--- src/rtl/bp_me_nonsynth_pkg.sv ---
// Shared types for the non-synthesizable ME monitors: bedrock request message types,
// the LCE request statistics FSM states and the header layout helpers.
package bp_me_nonsynth_pkg;

  localparam int unsigned MsgTypeWidth = 4;
  localparam int unsigned SubopWidth   = 4;
  localparam int unsigned SizeWidth    = 3;
  // addr sits directly above msg_type and subop
  localparam int unsigned AddrLsb      = MsgTypeWidth + SubopWidth;

  typedef enum logic [MsgTypeWidth-1:0] {
    e_bedrock_req_rd     = 4'd0,
    e_bedrock_req_wr     = 4'd1,
    e_bedrock_req_uc_rd  = 4'd2,
    e_bedrock_req_uc_wr  = 4'd3,
    e_bedrock_req_uc_amo = 4'd4
  } bp_bedrock_req_type_e;

  typedef enum logic [0:0] {
    e_stats_idle = 1'b0,
    e_stats_wait = 1'b1
  } bp_me_lce_stats_state_e;

  // Header layout (LSB first): msg_type, subop, addr, size, payload{cce_id, lce_id, way_id}
  function automatic int unsigned lce_req_header_width(input int unsigned paddr_width,
                                                       input int unsigned lce_id_width,
                                                       input int unsigned cce_id_width,
                                                       input int unsigned lce_assoc);
    return MsgTypeWidth + SubopWidth + paddr_width + SizeWidth
           + cce_id_width + lce_id_width + $clog2(lce_assoc);
  endfunction

  function automatic logic is_uc_req(input logic [MsgTypeWidth-1:0] msg_type);
    return (msg_type == e_bedrock_req_uc_rd) || (msg_type == e_bedrock_req_uc_wr);
  endfunction

endpackage

--- src/rtl/bp_me_nonsynth_lat_accum.sv ---
// Latency accumulator: running minimum, maximum and saturating sum of recorded latencies.
module bp_me_nonsynth_lat_accum
  import bp_me_nonsynth_pkg::*;
#(
  parameter int unsigned lat_width_p = 32,
  parameter int unsigned sum_width_p = 48
) (
  input  logic                   clk_i,
  input  logic                   reset_i,
  input  logic                   v_i,
  input  logic [lat_width_p-1:0] lat_i,
  output logic [lat_width_p-1:0] min_o,
  output logic [lat_width_p-1:0] max_o,
  output logic [sum_width_p-1:0] sum_o
);

  localparam int unsigned SumExtW = sum_width_p + 1;

  logic [lat_width_p-1:0] r_min, r_max;
  logic [sum_width_p-1:0] r_sum;
  logic [SumExtW-1:0]     w_sum_ext;
  logic [sum_width_p-1:0] w_sum_sat;

  // One spare bit catches the carry so the sum clamps instead of wrapping
  assign w_sum_ext = {1'b0, r_sum} + SumExtW'(lat_i);
  assign w_sum_sat = w_sum_ext[sum_width_p] ? '1 : w_sum_ext[sum_width_p-1:0];

  always_ff @(posedge clk_i) begin
    if (reset_i) begin
      r_min <= '1;
      r_max <= '0;
      r_sum <= '0;
    end else if (v_i) begin
      if (lat_i < r_min) r_min <= lat_i;
      if (lat_i > r_max) r_max <= lat_i;
      r_sum <= w_sum_sat;
    end
  end

  assign min_o = r_min;
  assign max_o = r_max;
  assign sum_o = r_sum;

endmodule

--- src/rtl/bp_me_nonsynth_lce_req_stats.sv ---
// LCE request latency/statistics monitor; observes request handshakes and completions only.
// Optional watchdog (timeout_o) is built when BP_ME_NONSYNTH_LCE_STATS_WATCHDOG_EN is defined.
module bp_me_nonsynth_lce_req_stats
  import bp_me_nonsynth_pkg::*;
#(
  parameter int unsigned paddr_width_p  = 40,
  parameter int unsigned lce_id_width_p = 4,
  parameter int unsigned cce_id_width_p = 4,
  parameter int unsigned lce_assoc_p    = 8,
  parameter int unsigned lat_width_p    = 32,
  parameter int unsigned sum_width_p    = 48,
  parameter int unsigned count_width_p  = 32,
  parameter int unsigned timeout_p      = 4096,
  localparam int unsigned lce_req_header_width_lp =
    lce_req_header_width(paddr_width_p, lce_id_width_p, cce_id_width_p, lce_assoc_p)
) (
  input  logic                               clk_i,
  input  logic                               reset_i,
  input  logic [lce_req_header_width_lp-1:0] lce_req_header_i,
  input  logic                               lce_req_header_v_i,
  input  logic                               lce_req_header_ready_and_i,
  input  logic                               cache_req_complete_i,
  input  logic                               uc_store_req_complete_i,
  output logic                               busy_o,
  output logic [count_width_p-1:0]           req_count_o,
  output logic [count_width_p-1:0]           uc_count_o,
  output logic [lat_width_p-1:0]             lat_min_o,
  output logic [lat_width_p-1:0]             lat_max_o,
  output logic [sum_width_p-1:0]             lat_sum_o,
  output logic                               overlap_err_o,
  output logic                               spurious_err_o
`ifdef BP_ME_NONSYNTH_LCE_STATS_WATCHDOG_EN
  ,
  output logic                               timeout_o
`endif
);

  bp_me_lce_stats_state_e r_state, w_state_n;
  logic [lat_width_p-1:0]   r_lat, w_lat_n, w_lat_inc;
  logic                     r_uc, w_uc_n;
  logic [count_width_p-1:0] r_req_count, r_uc_count;
  logic                     r_overlap, r_spurious;
  logic                     w_hs, w_done, w_rec, w_overlap, w_spurious, w_hdr_uc;
  logic                     w_unused_hdr;

  assign w_hs     = lce_req_header_v_i & lce_req_header_ready_and_i;
  assign w_done   = cache_req_complete_i | uc_store_req_complete_i;
  assign w_hdr_uc = is_uc_req(lce_req_header_i[MsgTypeWidth-1:0]);
  assign w_unused_hdr = ^lce_req_header_i;

  // Saturating increment; also the latency L recorded on completion
  assign w_lat_inc = (&r_lat) ? r_lat : r_lat + lat_width_p'(1);

  always_comb begin
    w_state_n  = r_state;
    w_lat_n    = r_lat;
    w_uc_n     = r_uc;
    w_rec      = 1'b0;
    w_overlap  = 1'b0;
    w_spurious = 1'b0;
    unique case (r_state)
      e_stats_idle: begin
        if (w_done) w_spurious = 1'b1;
        if (w_hs) begin
          w_state_n = e_stats_wait;
          w_lat_n   = '0;
          w_uc_n    = w_hdr_uc;
        end
      end
      e_stats_wait: begin
        w_lat_n = w_lat_inc;
        if (w_done) begin
          w_rec = 1'b1;
          if (!w_hs) w_state_n = e_stats_idle;
        end else if (w_hs) begin
          w_overlap = 1'b1;
        end
        if (w_hs) begin
          w_lat_n = '0;
          w_uc_n  = w_hdr_uc;
        end
      end
      default: w_state_n = e_stats_idle;
    endcase
  end

  always_ff @(posedge clk_i) begin
    if (reset_i) begin
      r_state     <= e_stats_idle;
      r_lat       <= '0;
      r_uc        <= 1'b0;
      r_req_count <= '0;
      r_uc_count  <= '0;
      r_overlap   <= 1'b0;
      r_spurious  <= 1'b0;
    end else begin
      r_state <= w_state_n;
      r_lat   <= w_lat_n;
      r_uc    <= w_uc_n;
      if (w_rec) begin
        r_req_count <= r_req_count + count_width_p'(1);
        if (r_uc) r_uc_count <= r_uc_count + count_width_p'(1);
      end
      if (w_overlap)  r_overlap  <= 1'b1;
      if (w_spurious) r_spurious <= 1'b1;
    end
  end

  bp_me_nonsynth_lat_accum #(
    .lat_width_p (lat_width_p),
    .sum_width_p (sum_width_p)
  ) u_accum (
    .clk_i   (clk_i),
    .reset_i (reset_i),
    .v_i     (w_rec),
    .lat_i   (w_lat_inc),
    .min_o   (lat_min_o),
    .max_o   (lat_max_o),
    .sum_o   (lat_sum_o)
  );

`ifdef BP_ME_NONSYNTH_LCE_STATS_WATCHDOG_EN
  localparam int unsigned CmpW = lat_width_p + 32;

  logic [paddr_width_p-1:0] r_addr;
  logic                     r_timeout;

  always_ff @(posedge clk_i) begin
    if (reset_i) begin
      r_addr    <= '0;
      r_timeout <= 1'b0;
    end else begin
      if (w_hs) r_addr <= lce_req_header_i[AddrLsb +: paddr_width_p];
      if ((r_state == e_stats_wait) && !w_done && !r_timeout
          && (CmpW'(r_lat) >= CmpW'(timeout_p - 1))) begin
        r_timeout <= 1'b1;
        $error("%0t: LCE request watchdog expired, addr %h", $time, r_addr);
      end
    end
  end

  assign timeout_o = r_timeout;
`else
  logic w_unused_timeout;
  assign w_unused_timeout = (timeout_p == 0);
`endif

  assign busy_o         = (r_state == e_stats_wait);
  assign req_count_o    = r_req_count;
  assign uc_count_o     = r_uc_count;
  assign overlap_err_o  = r_overlap;
  assign spurious_err_o = r_spurious;

endmodule

--- config.mk ---
export PLATFORM = sky130hd
export DESIGN_NAME = bp_me_nonsynth_lce_req_stats
export DESIGN_NICKNAME = d
export VERILOG_FILES = /design/src/rtl/bp_me_nonsynth_pkg.sv /design/src/rtl/bp_me_nonsynth_lat_accum.sv /design/src/rtl/bp_me_nonsynth_lce_req_stats.sv
export SDC_FILE = /design/constraint.sdc
export NUM_CORES = 1
export LEC_CHECK = 0
export CORE_MARGIN = 5
export CORE_UTILIZATION = 65
export CTS_CLUSTER_SIZE = 30
export DETAILED_ROUTE_END_ITERATION = 10
export DONT_BUFFER_PORTS = 1
export GPL_ROUTABILITY_DRIVEN = 0
export PLACE_DENSITY = 0.81
export SYNTH_ARGS = -nofsm -noshare
export SYNTH_HDL_FRONTEND = slang
export SYNTH_SLANG_ARGS = --single-unit
export TNS_END_PERCENT = 1
--- constraint.sdc ---
create_clock -name clk_i -period 6.9 [get_ports clk_i]
set_clock_uncertainty 0.1 [all_clocks]
set_input_delay 0.69 -clock clk_i [delete_from_list [all_inputs] [get_ports clk_i]]
set_output_delay 0.69 -clock clk_i [all_outputs]
set_load 0.05 [all_outputs]
# [Yosys cells after proc, flatten, opt, wreduce, memory -nomap -nowiden]
# Cells that the tools add are included.
# Widths: inputs -> output; s select.
[word_totals] ff_bits=212 latch_bits=0 ramBits=0 romBits=0 input_bits=68 out_inout_bits=179 word_cells=41 memories=0
[classes] addsub=4 n_mul=0 div_mod_pow=0 n_lt_le_gt_ge=2 eq_ne=3 shifts=0 mux=14 bitwise=3 n_reduce_logical=5
[ops] operator="$add 32x1->32 const B" n=3
[ops] operator="$mux 32" n=3
[ops] operator="$pmux 32 s2" n=1
[ops] operator="$add 48x32->49" n=1
[ops] operator="$mux 48" n=1
[ops] operator="$gt 32x32->1" n=1
[ops] operator="$lt 32x32->1" n=1
[ops] operator="$reduce_and 32->1" n=1
[ops] operator="$eq 4x2->1 const B" n=2
[ops] operator="$mux 1" n=8
[ops] operator="$reduce_and 2->1" n=3
[ops] operator="$ne 2x2->1 const B" n=1
[ops] operator="$pmux 1 s2" n=1
[ops] operator="$and 1x1->1" n=1
[ops] operator="$logic_or 1x1->1" n=1
[ops] operator="$not 1->1" n=1
[ops] operator="$or 1x1->1" n=1

# [Logic depth before layout (Yosys ltp)]
# Gate-level depths: netlist of run 1.
[depth] depth_word=4 mapped_depth=22 ltp_nobuf=20

# [Modules after synthesis]
# A second synthesis of run 1 with hierarchy kept.
[unflattened] cells_unflattened=1524 hier_area_um2=12933.7
[modules_own_cells] mod="bp_me_nonsynth_lat_accum" n_inst=1 cells_each=882 area_per_inst_um2=7698.6 seq_area_each_um2=2242.2
[modules_own_cells] mod="bp_me_nonsynth_lce_req_stats" n_inst=1 cells_each=642 area_per_inst_um2=5235.0 seq_area_each_um2=2001.9

# [Least setup slack after synthesis of run 1]
# OpenSTA, ideal clock, no wires.
[synth_timing] path_type="register to register" startpoint="register r_lat[17]" endpoint="register u_accum.r_sum[47], in the netlist u_accum.sum_o[47]" arrival_ps=4819 t_required_ps=6642 path_slack_ps=1823 path_stages_with_launch=23 n_path_buf=4 cell_sequence="dfxtp_1 > and3_1 > and3_1 > buf_2 > a311oi_2 > and4_1 > buf_2 > and3_4 > nand3_4 > nor3_1 > xor2_1 > ha_1 > clkbuf_1 > a21o_1 > a21o_1 > a21oi_1 > nor2b_1 > o21ai_0 > a21oi_1 > a41oi_2 > or2_1 > clkbuf_1 > a311oi_1"
[synth_between] elab_chain_cells=4 word_cells_on_any_way=5 classes_between="add/sub: 2; mux: 2; reduce/logical: 1"
[synth_lines] element="start, declared" line_no="bp_me_nonsynth_lce_req_stats.sv:39" rtl="logic [lat_width_p-1:0] r_lat, w_lat_n, w_lat_inc;"
[synth_lines] element="start signal, assigned" line_no="bp_me_nonsynth_lce_req_stats.sv:98" rtl="r_lat <= w_lat_n;"
[synth_lines] element="$add 32x1->32 / $reduce_and 32->1 (equally long branches)" line_no="bp_me_nonsynth_lce_req_stats.sv:52" rtl="assign w_lat_inc = (&r_lat) ? r_lat : r_lat + lat_width_p'(1);"
[synth_lines] element="$mux 32 *" line_no="bp_me_nonsynth_lce_req_stats.sv:52"
[synth_lines] element="via u_accum.lat_i[27]" line_no="bp_me_nonsynth_lat_accum.sv:11" rtl="input logic [lat_width_p-1:0] lat_i,"
[synth_lines] element="$add 48x32->49 *" line_no="bp_me_nonsynth_lat_accum.sv:25" rtl="assign w_sum_ext = {1'b0, r_sum} + SumExtW'(lat_i);"
[synth_lines] element="$mux 48 *" line_no="bp_me_nonsynth_lat_accum.sv:26" rtl="assign w_sum_sat = w_sum_ext[sum_width_p] ? '1 : w_sum_ext[sum_width_p-1:0];"
[synth_lines] element="end signal, assigned" line_no="bp_me_nonsynth_lat_accum.sv:36" rtl="r_sum <= w_sum_sat;"
[synth_lines] element="end, declared" line_no="bp_me_nonsynth_lat_accum.sv:20" rtl="logic [sum_width_p-1:0] r_sum;"
# Mark *: on every way through the listed nets, which the timed path passes. The rest lies on a longest branch.
# A chain may end at the register's enable or synchronous reset.

# [Worst setup path in the final report of run 1]
[layout_timing] startpoint="register r_lat[23]" endpoint="register u_accum.r_sum[23], in the netlist u_accum.sum_o[23]"
# The elaborated chain is that of the path after synthesis.

==> reports/metrics.cfg, run 1 <==
[drt]
drt_wl_total_um=31600
wl_met1_um=13050
drt_iter0_drc=827
detail_route.wl_per_cell_um=18.65
vias_per_cell=6.198
route.met2.wl_um=14130
vias=10499
highest-signal-layer=met4
drcViolationCount=0
ant_nets=0
first_pass_iters=6
wl_met3_um=3181

[finish]
layout_common_cells=dfxtp_1, nor2_1, a21oi_1
nets=1612
num_antenna_cells=0
final_cells=1694
final_common_cell=dfxtp_1
design_area_um2=13390
syn2layout_area_growth_pct=8.178
fillCellCount=1441
layout-drive-gt1-share_pct=7.397

[timing]
hold_violations=0
finalSetupViolations=0
tightest_slew_ps=1082
max_clock_freq_mhz=171.5
rsz0062_at_grt=false
fin_ws_ps=1068
fin_crit_sh_pct=84.52
final.min_clock_period_ps=5832
drv_slew=0
tns_ps=0
timing.hold.ws_ps=148.3
max_slew_margin_pct=27.85

[cts]
path_clk_slew_ps=60
htree_levels=1
clkLatencyLatePin_ps=520
cts_tree=yes
cts_resized=0
cts_buffers=24
post_cts_buffers=0
clockRootBuffer=clkbuf_16
ctsHoldBuffers=0
clockBufferDepth=3
cts.sinks=212

[yosys]
synthDistinctLibCells=75
synth_top_flop_cell=dfxtp_1
async_flop_share_pct=0
synthesis.nets=1625
synth_edf_count=0
ys_ff_latch=212
seq_area_frac_synth_pct=34.29
syn_area_um2=12380
yosysWarnings=0
synthCells=1456
synth.avg_cell_area_um2=8.501

[placed_design]
hpwl_um=22100
place_area_um2=12560
port_buffers=0
placed_cells=1651
dp_slack_ps=1118

[power_and_ir_drop]
powerDensity_nw_per_um2=209.6
p_leak_nw=5.685
clock_power_share_pct=47.1
p_int_mw=2.110
p_comb_share_pct=5.0
power_frac_seq_pct=47.9
netSwitchingPower_mw=0.6958
peakVddDrop_mv=0.1598
switching_share_pct=24.80

[global_route]
grt_pass1_vias=9989
grt_pass1_wl_um=50920
grt_max_degree=182
antenna_found_initial=0
grtUsageTotal_pct=27.90
overflow=0

[die]
io_pins=247
fp.dieW_um=148.0
row_count=50
core-area_um2=18710
start_util_pct=66.17
die_area_um2=21900
chipHeight_um=148.0

[run_status]
status=finished, final reports clean

[setup_path]
cp.arrival_ps=6100
startpoint_type=flop
required_ps=7170
crit_type=flop to flop
critical_path.endpoint_type=flop
critPathMaxFanout=10

[job]
cap_violations=0

[worst_hold_path]
hp-class=input port to flop

==> per-stage QoR <==
stage	utilization (%)	total power, mW
after CTS	71.58	2.822
final	71.58	2.806
after floorplan	-	1.489
after global placement	67.14	1.502
after detailed placement	67.14	1.508
after global routing	71.58	2.898
==> sequential cells by signal (all words and copies together) (netlist names) <==
name            flops
u_accum.sum_o      48
r_lat              32
req_count_o        32
u_accum.max_o      32
u_accum.min_o      32
uc_count_o         32
busy_o              1
overlap_err_o       1
r_uc                1
spurious_err_o      1
==> cells by family (layout without fill, tap and decap cells) <==
kind of cell | count (synthesis) | count (layout) | share of synthesized area, %
AND/OR/NAND/NOR | 510 | 510 | 20.31
AO/OA/AOI/OAI | 304 | 304 | 16.74
flip-flops | 212 | 212 | 34.29
buffers and inverters | 149 | 153 | 5.206
XOR/XNOR | 142 | 142 | 10.11
adder cells (fa/ha/maj) | 101 | 101 | 10.27
multiplexers | 38 | 38 | 3.073
==> final timing paths <==
check,slack (ps),end,start,depth (start not counted)
max,1070,u_accum.sum_o[23],r_lat[23],20
max reg2reg,1070,u_accum.sum_o[23],r_lat[23],20
min reg2reg,420,r_lat[18],r_lat[18],2
min,150,req_count_o[17],reset_i,1
==> cells in the mapped netlist, types with 38 or more instances <==
library cell  number  area share [%]
dfxtp_1          212              34
a21oi_1          106             4.3
mux2i_1           38             3.1
nor2_1           199             6.0
o21ai_0           41             1.7
inv_1             82             2.5
ha_1             100              10
nand4_1           38             1.9
clkbuf_1          47             1.4
nand3_1           57             2.3
xnor2_1           49             3.5
nand2_1           93             2.8
xor2_1            92             6.5
==> area by class of cell <==
cell class | count | area, µm² | area share, %
clock buffers | 33 | 725.7 | 5.420
clock inverters | 10 | 105.1 | 0.7850
inverters | 82 | 307.8 | 2.299
multi-input cells | 1095 | 7503 | 56.04
flip-flops and latches | 212 | 4244 | 31.70
well taps | 234 | 292.8 | 2.187
repair buffers | 28 | 210.2 | 1.570
==> worst max-delay path: stages, from the launching register on <==
cell,delay (ps)
dfxtp_1,520
nand4_2,220
nor4_4,560
a311oi_2,300
and4_1,340
and3_4,230
nand3_4,150
nor3_1,80
xor2_1,150
buf_4,170
ha_1,380
a21o_1,210
a21o_1,160
a21oi_1,170
nor2b_1,60
o21ai_0,410
a21oi_1,160
a41oi_2,460
nor2_1,230
nor2_1,460
a211oi_1,140
==> layer usage <==
layer  vias up  track usage, %
li1       5110               -
met1      4956           35.39
met2       346           44.67
met3        87           8.829
met4         0           10.35
met5         -               0
==> power by group through the flow <==
stage / Clock, mW / Combinational [mW] / Sequential, mW
floorplan: 0 / 0.127 / 1.36
global placement: 0 / 0.132 / 1.37
detailed placement: 0 / 0.137 / 1.37
CTS: 1.34 / 0.139 / 1.34
global route: 1.40 / 0.156 / 1.35
finish: 1.32 / 0.140 / 1.34
Note: power is estimated with default switching activity, not from simulation.
==> inputs of run 2 (changes only) <==
==> constraint.sdc (replaced) <==
create_clock -name clk_i -period 5.5 [get_ports clk_i]
set_clock_uncertainty 0.1 [all_clocks]
set_input_delay 0.55 -clock clk_i [delete_from_list [all_inputs] [get_ports clk_i]]
set_output_delay 0.55 -clock clk_i [all_outputs]
set_load 0.05 [all_outputs]
==> reports/metrics.cfg, run 2 (synthesis results as in run 1) <==
[run_status]
status=finished, final reports clean  ; unchanged

[setup_path]
reg2reg_setup_slack_ps=370  ; was 1070 ps
startpoint_type=flop  ; unchanged
critical_path.endpoint_type=flop  ; unchanged
critPathMaxFanout=16  ; was 10
crit_type=flop to flop  ; unchanged
required_ps=5810  ; was 7170 ps
critical-path-max-stage-delay_ps=370  ; was 560 ps
r2r-end=u_accum.max_o[30]  ; was u_accum.sum_o[23]
crit_path_top_delay_cell=xor2_1  ; was nor4_4
path_cells=ha_1 > nand3_1 > nor4_4 > buf_4 > a311oi_2 > and4_1 > and3_4 > nand3_4 > nor3_1 > xor2_1 > buf_4 > ha_1 > nand4_1 > nor2_1 > and3_1 > nand4_1 > a31oi_2 > a21oi_2 > nor3_4 > buf_4 > mux2i_1 > nor2_1  ; was nand4_2 > nor4_4 > a311oi_2 > and4_1 > and3_4 > nand3_4 > nor3_1 > xor2_1 > buf_4 > ha_1 > a21o_1 > a21o_1 > a21oi_1 > nor2b_1 > o21ai_0 > a21oi_1 > a41oi_2 > nor2_1 > nor2_1 > a211oi_1
rr_startpoint=r_lat[0]  ; was r_lat[23]
reg2reg_depth=22  ; was 20
cp.arrival_ps=5440  ; was 6100 ps
crit_top_cell=buf_4

[cts]
clockRootBuffer=clkbuf_16  ; unchanged
path_clk_slew_ps=60  ; about the same
cts_tree=yes  ; unchanged
cts_buffers=23  ; was 24
cts.sinks=212  ; unchanged
htree_levels=1  ; unchanged
clkLatencyLatePin_ps=520  ; about the same
clockBufferDepth=3  ; unchanged
post_cts_buffers=0  ; unchanged

[drt]
vias_per_cell=6.215  ; was 6.198
detail_route.wl_per_cell_um=18.69  ; was 18.65 µm
drt_wl_total_um=32090  ; was 31600 µm
wl_met3_um=3139  ; was 3181 µm
drt_iter0_drc=772  ; was 827
route.met2.wl_um=14880  ; was 14130 µm
ant_nets=0  ; unchanged
wl_met1_um=12870  ; was 13050 µm
first_pass_iters=5  ; was 6
vias=10671  ; was 10499
highest-signal-layer=met4  ; unchanged
drcViolationCount=0  ; unchanged

[placed_design]
place_area_um2=12790  ; was 12560 µm²
hpwl_um=23150  ; was 22100 µm
placed_cells=1675  ; was 1651
port_buffers=0  ; unchanged
dp_slack_ps=533.4  ; was 1118 ps

[power_and_ir_drop]
p_leak_nw=5.805  ; was 5.685 nW
power_frac_seq_pct=49.6  ; was 47.9%
powerDensity_nw_per_um2=250.8  ; was 209.6 nW/µm²
peakVddDrop_mv=0.2184  ; was 0.1598 mV
p_int_mw=2.555  ; was 2.110 mW
clock_power_share_pct=45.1  ; was 47.1%
p_comb_share_pct=5.3  ; was 5.0%
netSwitchingPower_mw=0.8449  ; was 0.6958 mW
switching_share_pct=24.85  ; was 24.80%

[timing]
max_clock_freq_mhz=194.9  ; was 171.5 MHz
fin_ws_ps=369.9  ; was 1068 ps
rsz0062_at_grt=false  ; unchanged
drv_slew=0  ; unchanged
finalSetupViolations=0  ; unchanged
tns_ps=0  ; unchanged
final.min_clock_period_ps=5130  ; was 5832 ps
hold_violations=0  ; unchanged
fin_crit_sh_pct=93.27  ; was 84.52%
tightest_slew_ps=769.0  ; was 1082 ps
max_slew_margin_pct=48.39  ; was 27.85%

[die]
io_pins=247  ; unchanged
start_util_pct=66.17  ; unchanged
row_count=50  ; unchanged
chipHeight_um=148.0  ; unchanged
core-area_um2=18710  ; unchanged
die_area_um2=21900  ; unchanged
fp.dieW_um=148.0  ; unchanged

[finish]
layout-drive-gt1-share_pct=8.564  ; was 7.397%
design_area_um2=13550  ; was 13390 µm²
nets=1636  ; was 1612
final_cells=1717  ; was 1694
final_common_cell=dfxtp_1  ; unchanged
layout_common_cells=dfxtp_1, nor2_1, a21oi_1  ; unchanged
num_antenna_cells=0  ; unchanged
syn2layout_area_growth_pct=9.512  ; was 8.178%
largest_register_ffs=48  ; unchanged

[job]
cap_violations=0  ; unchanged

[worst_hold_path]
worstHoldStart=reset_i  ; unchanged
hold_path_depth=1  ; unchanged
min_to=req_count_o[17]  ; unchanged
hp-class=input port to flop  ; unchanged

[global_route]
antenna_found_initial=0  ; unchanged
grtUsageTotal_pct=28.53  ; was 27.90%
grt_pass1_wl_um=51920  ; was 50920 µm
grt_pass1_vias=10233  ; was 9989
overflow=0  ; unchanged
grt_max_degree=180  ; was 182

==> run 2: cell count changes in the layout (fill, tap and decap cells not counted), moves of 2 or more <==
| cell | delta |
|---|---|
| clkinvlp_4 | -2 |
| buf_4 | +20 |
| clkbuf_16 | -2 |
| clkbuf_8 | -3 |
| buf_12 | +4 |
| clkbuf_1 | +4 |
==> run 2: critical path, delay by kind of cell (launching register included) <==
family / cells / cell delay [ps]
AOI/OAI and AO/OA: 3 / 640
xor gates and xnor gates: 1 / 370
adders and majority gates: 2 / 410
buffers and inverters: 3 / 760
DFF: 1 / 330
muxes: 1 / 260
and+or+nand+nor: 12 / 2140
==> run 2: how the worst max path moves through the flow <==
stage | startpoint | endpoint
after floorplan | r_lat[17] | u_accum.sum_o[47]
after global placement | r_lat[0] | u_accum.max_o[25]
after detailed placement | r_lat[0] | u_accum.max_o[30]
after CTS | r_lat[0] | u_accum.max_o[30]
after global routing | r_lat[9] | u_accum.sum_o[39]
final | r_lat[0] | u_accum.max_o[30]
==> run 2: what timing repair did <==
| item | CTS | global route |
|---|---|---|
| setup endpoints to repair | 0 | 1 |
| gates resized for setup | 0 | 1 |
| endpoints found under the hold margin | 3 | 0 |
| hold buffers | 1 | 0 |
==> run 2: layout make-up <==
type | instances | area [µm²]
Multi-Input combinational cell | 1095 | 7511
Inverter | 82 | 307.8
Sequential cell | 212 | 4244
Clock inverter | 9 | 98.84
Tap cell | 234 | 292.8
Fill cell | 1442 | 5151
Timing Repair Buffer | 53 | 450.4
Clock buffer | 32 | 649.4
==> run 2: per-layer routing <==
metal  up-vias  global-route usage (%)
met1      5072                   35.18
met3        80                   9.044
met4         0                   9.469
met5         -                       0
met2       360                   47.43
li1       5159                       -
==> run 2: power by group through the flow <==
stage / clock network (mW) / registers [mW] / logic (mW)
2_1_floorplan: 0 / 1.71 / 0.159
3_3_place_gp: 0 / 1.72 / 0.169
3_5_place_dp: 0 / 1.72 / 0.176
4_1_cts: 1.56 / 1.69 / 0.179
5_1_grt: 1.63 / 1.69 / 0.200
6_report: 1.53 / 1.69 / 0.180
==> run 2: stage by stage <==
step	util [%]	power (mW)	hold slack, ps
global placement	68.37	1.888	392.7
floorplan	-	1.867	379.1
finish	72.46	3.400	22.04
CTS	72.42	3.423	0.1762
global route	72.46	3.519	16.74
detailed placement	68.37	1.895	405.4
==> inputs of run 3 (changes only) <==
--- a/config.mk
+++ b/config.mk
@@ -5,7 +5,6 @@
 export SDC_FILE = /design/constraint.sdc
 export NUM_CORES = 1
 export LEC_CHECK = 0
-export CORE_MARGIN = 5
 export CORE_UTILIZATION = 65
 export CTS_CLUSTER_SIZE = 30
 export DETAILED_ROUTE_END_ITERATION = 10
==> reports/metrics.cfg, run 3 (synthesis results as in run 1) <==
[timing]
finalSetupViolations=0  ; unchanged
fin_ws_ps=306.7  ; was 369.9 ps
fin_crit_sh_pct=94.42  ; was 93.27%
max_clock_freq_mhz=192.6  ; was 194.9 MHz
rsz0062_at_grt=true  ; was false
hold_violations=0  ; unchanged
drv_slew=0  ; unchanged
tightest_slew_ps=802.8  ; was 769.0 ps
final.min_clock_period_ps=5193  ; was 5130 ps
max_slew_margin_pct=46.12  ; was 48.39%
tns_ps=0  ; unchanged

[power_and_ir_drop]
netSwitchingPower_mw=0.8620  ; was 0.8449 mW
power_frac_seq_pct=47.7  ; was 49.6%
powerDensity_nw_per_um2=260.0  ; was 250.8 nW/µm²
clock_power_share_pct=47.1  ; was 45.1%
p_comb_share_pct=5.2  ; was 5.3%
p_leak_nw=5.803  ; was 5.805 nW
peakVddDrop_mv=0.2337  ; was 0.2184 mV
p_int_mw=2.669  ; was 2.555 mW
switching_share_pct=24.41  ; was 24.85%

[placed_design]
place_area_um2=12720  ; was 12790 µm²
hpwl_um=22020  ; was 23150 µm
dp_slack_ps=366.7  ; was 533.4 ps
port_buffers=0  ; unchanged

[global_route]
grtUsageTotal_pct=31.19  ; was 28.53%
grt_pass1_wl_um=49890  ; was 51920 µm
overflow=0  ; unchanged
grt_max_degree=181  ; was 180
grt_pass1_vias=10093  ; was 10233
antenna_found_initial=0  ; unchanged

[setup_path]
cp.arrival_ps=5480  ; was 5440 ps
critical_path.endpoint_type=flop  ; unchanged
crit_type=flop to flop  ; unchanged
path_buf_inv=2  ; was 3
crit_path_top_delay_cell=nor2_1  ; was xor2_1
critPathMaxFanout=8  ; was 16
path_cells=ha_1 > nand3_1 > nor4_4 > buf_4 > a311oi_2 > and4_1 > and3_4 > nand3_4 > nor3_1 > xor2_1 > buf_4 > ha_1 > a21o_1 > a21o_1 > a21oi_1 > nor2b_1 > o21ai_0 > a21oi_1 > a41oi_2 > nor2_1 > nor2_1 > a211oi_1  ; was ha_1 > nand3_1 > nor4_4 > buf_4 > a311oi_2 > and4_1 > and3_4 > nand3_4 > nor3_1 > xor2_1 > buf_4 > ha_1 > nand4_1 > nor2_1 > and3_1 > nand4_1 > a31oi_2 > a21oi_2 > nor3_4 > buf_4 > mux2i_1 > nor2_1
required_ps=5780  ; was 5810 ps
startpoint_type=flop  ; unchanged
critPathTopFamily=simple AND/OR/NAND/NOR gates  ; unchanged
critical-path-max-stage-delay_ps=440  ; was 370 ps

[drt]
first_pass_iters=5  ; unchanged
wl_met1_um=12560  ; was 12870 µm
vias_per_cell=6.209  ; was 6.215
highest-signal-layer=met4  ; unchanged
route.met2.wl_um=14450  ; was 14880 µm
wl_met3_um=3057  ; was 3139 µm
drt_wl_total_um=31090  ; was 32090 µm
vias=10630  ; was 10671
ant_nets=0  ; unchanged
detail_route.wl_per_cell_um=18.16  ; was 18.69 µm
drcViolationCount=0  ; unchanged
drt_iter0_drc=678  ; was 772

[finish]
final_common_cell=dfxtp_1  ; unchanged
num_antenna_cells=0  ; unchanged
fillCellCount=1434  ; was 1442
layout-drive-gt1-share_pct=8.254  ; was 8.564%
largest_register_ffs=48  ; unchanged
nets=1632  ; was 1636
layout_common_cells=dfxtp_1, nor2_1, a21oi_1  ; unchanged
syn2layout_area_growth_pct=9.735  ; was 9.512%
design_area_um2=13580  ; was 13550 µm²

[cts]
cts.sinks=212  ; unchanged
cts_buffers=24  ; was 23
post_cts_buffers=0  ; unchanged
htree_levels=1  ; unchanged
clockBufferDepth=3  ; unchanged
clkLatencyLatePin_ps=520  ; about the same
path_clk_slew_ps=60  ; about the same
cts_tree=yes  ; unchanged
clockRootBuffer=clkbuf_16  ; unchanged

[die]
row_count=50  ; unchanged
fp.dieW_um=140.0  ; was 148.0 µm
io_pins=247  ; unchanged
chipHeight_um=140.0  ; was 148.0 µm
core-area_um2=18710  ; unchanged
start_util_pct=66.17  ; unchanged
die_area_um2=19600  ; was 21900 µm²

[run_status]
status=finished, final reports clean  ; unchanged

[job]
cap_violations=0  ; unchanged

[worst_hold_path]
hp-class=input port to flop  ; unchanged

-- run 3: cell count changes in the layout (fill, tap and decap cells not counted), sizes merged --
| cell | previous run | this run |
|---|---|---|
| bufinv | 2 | 3 |
| inv | 83 | 82 |
| clkinv | 6 | 5 |
| dlygate4sd3 | 1 | 3 |
| clkbuf | 32 | 33 |
| buf | 52 | 45 |
-- run 3: area by class of cell --
type | instances | area, µm² | area share [%]
clock buffers | 33 | 705.7 | 5.196
inverters | 82 | 307.8 | 2.266
flip-flops and latches | 212 | 4244 | 31.25
clock inverters | 8 | 115.1 | 0.8475
well taps | 234 | 292.8 | 2.156
multi-input cells | 1095 | 7511 | 55.30
repair buffers | 48 | 405.4 | 2.985
-- run 3: timing repair --
item / in CTS / in global routing
setup endpoints to repair: 0 / 7
hold buffers: 2 / 1
endpoints found under the hold margin: 2 / 5
gates resized for setup: 0 / 1
-- run 3: final timing paths --
check | from | endpoint | slack, ps | cells past startpoint
min reg2reg | r_lat[18] | r_lat[18] | 420 | 2
max | r_lat[1] | u_accum.sum_o[27] | 310 | 22
min | reset_i | req_count_o[18] | 20 | 1
max reg2reg | r_lat[1] | u_accum.sum_o[27] | 310 | 22
-- run 3: worst reg2reg max path: stages (launching register included) --
cell and delay (ps):
dfxtp_1 330, ha_1 240, nand3_1 140, nor4_4 50, buf_4 160, a311oi_2 290
and4_1 350, and3_4 250, nand3_4 140, nor3_1 210, xor2_1 180, buf_4 170
ha_1 320, a21o_1 210, a21o_1 170, a21oi_1 180, nor2b_1 70, o21ai_0 260
a21oi_1 130, a41oi_2 310, nor2_1 210, nor2_1 440, a211oi_1 150
-- run 3: stage by stage --
step	total power, mW	instances	utilization (%)	hold WS (ps)
after CTS	3.546	1711	72.52	3.001
after global routing	3.651	1712	72.61	-1.987
after detailed placement	1.894	1668	68.02	411.8
after floorplan	1.867	1456	-	379.1
after global placement	1.886	1668	68.02	394.6
final	3.531	1712	72.61	24.15
-- run 3: metal layers --
| metal | global-route usage, % | vias up |
|---|---|---|
| li1 | - | 5156 |
| met1 | 36.93 | 5011 |
| met2 | 52.47 | 389 |
| met3 | 9.812 | 74 |
| met4 | 12.38 | 0 |
| met5 | 0 | - |
-- run 3: power groups by stage --
stage	logic (mW)	registers, mW	clock network, mW
CTS	0.180	1.68	1.68
detailed placement	0.176	1.72	0
floorplan	0.159	1.71	0
global placement	0.169	1.72	0
finish	0.183	1.69	1.66
global route	0.202	1.69	1.76
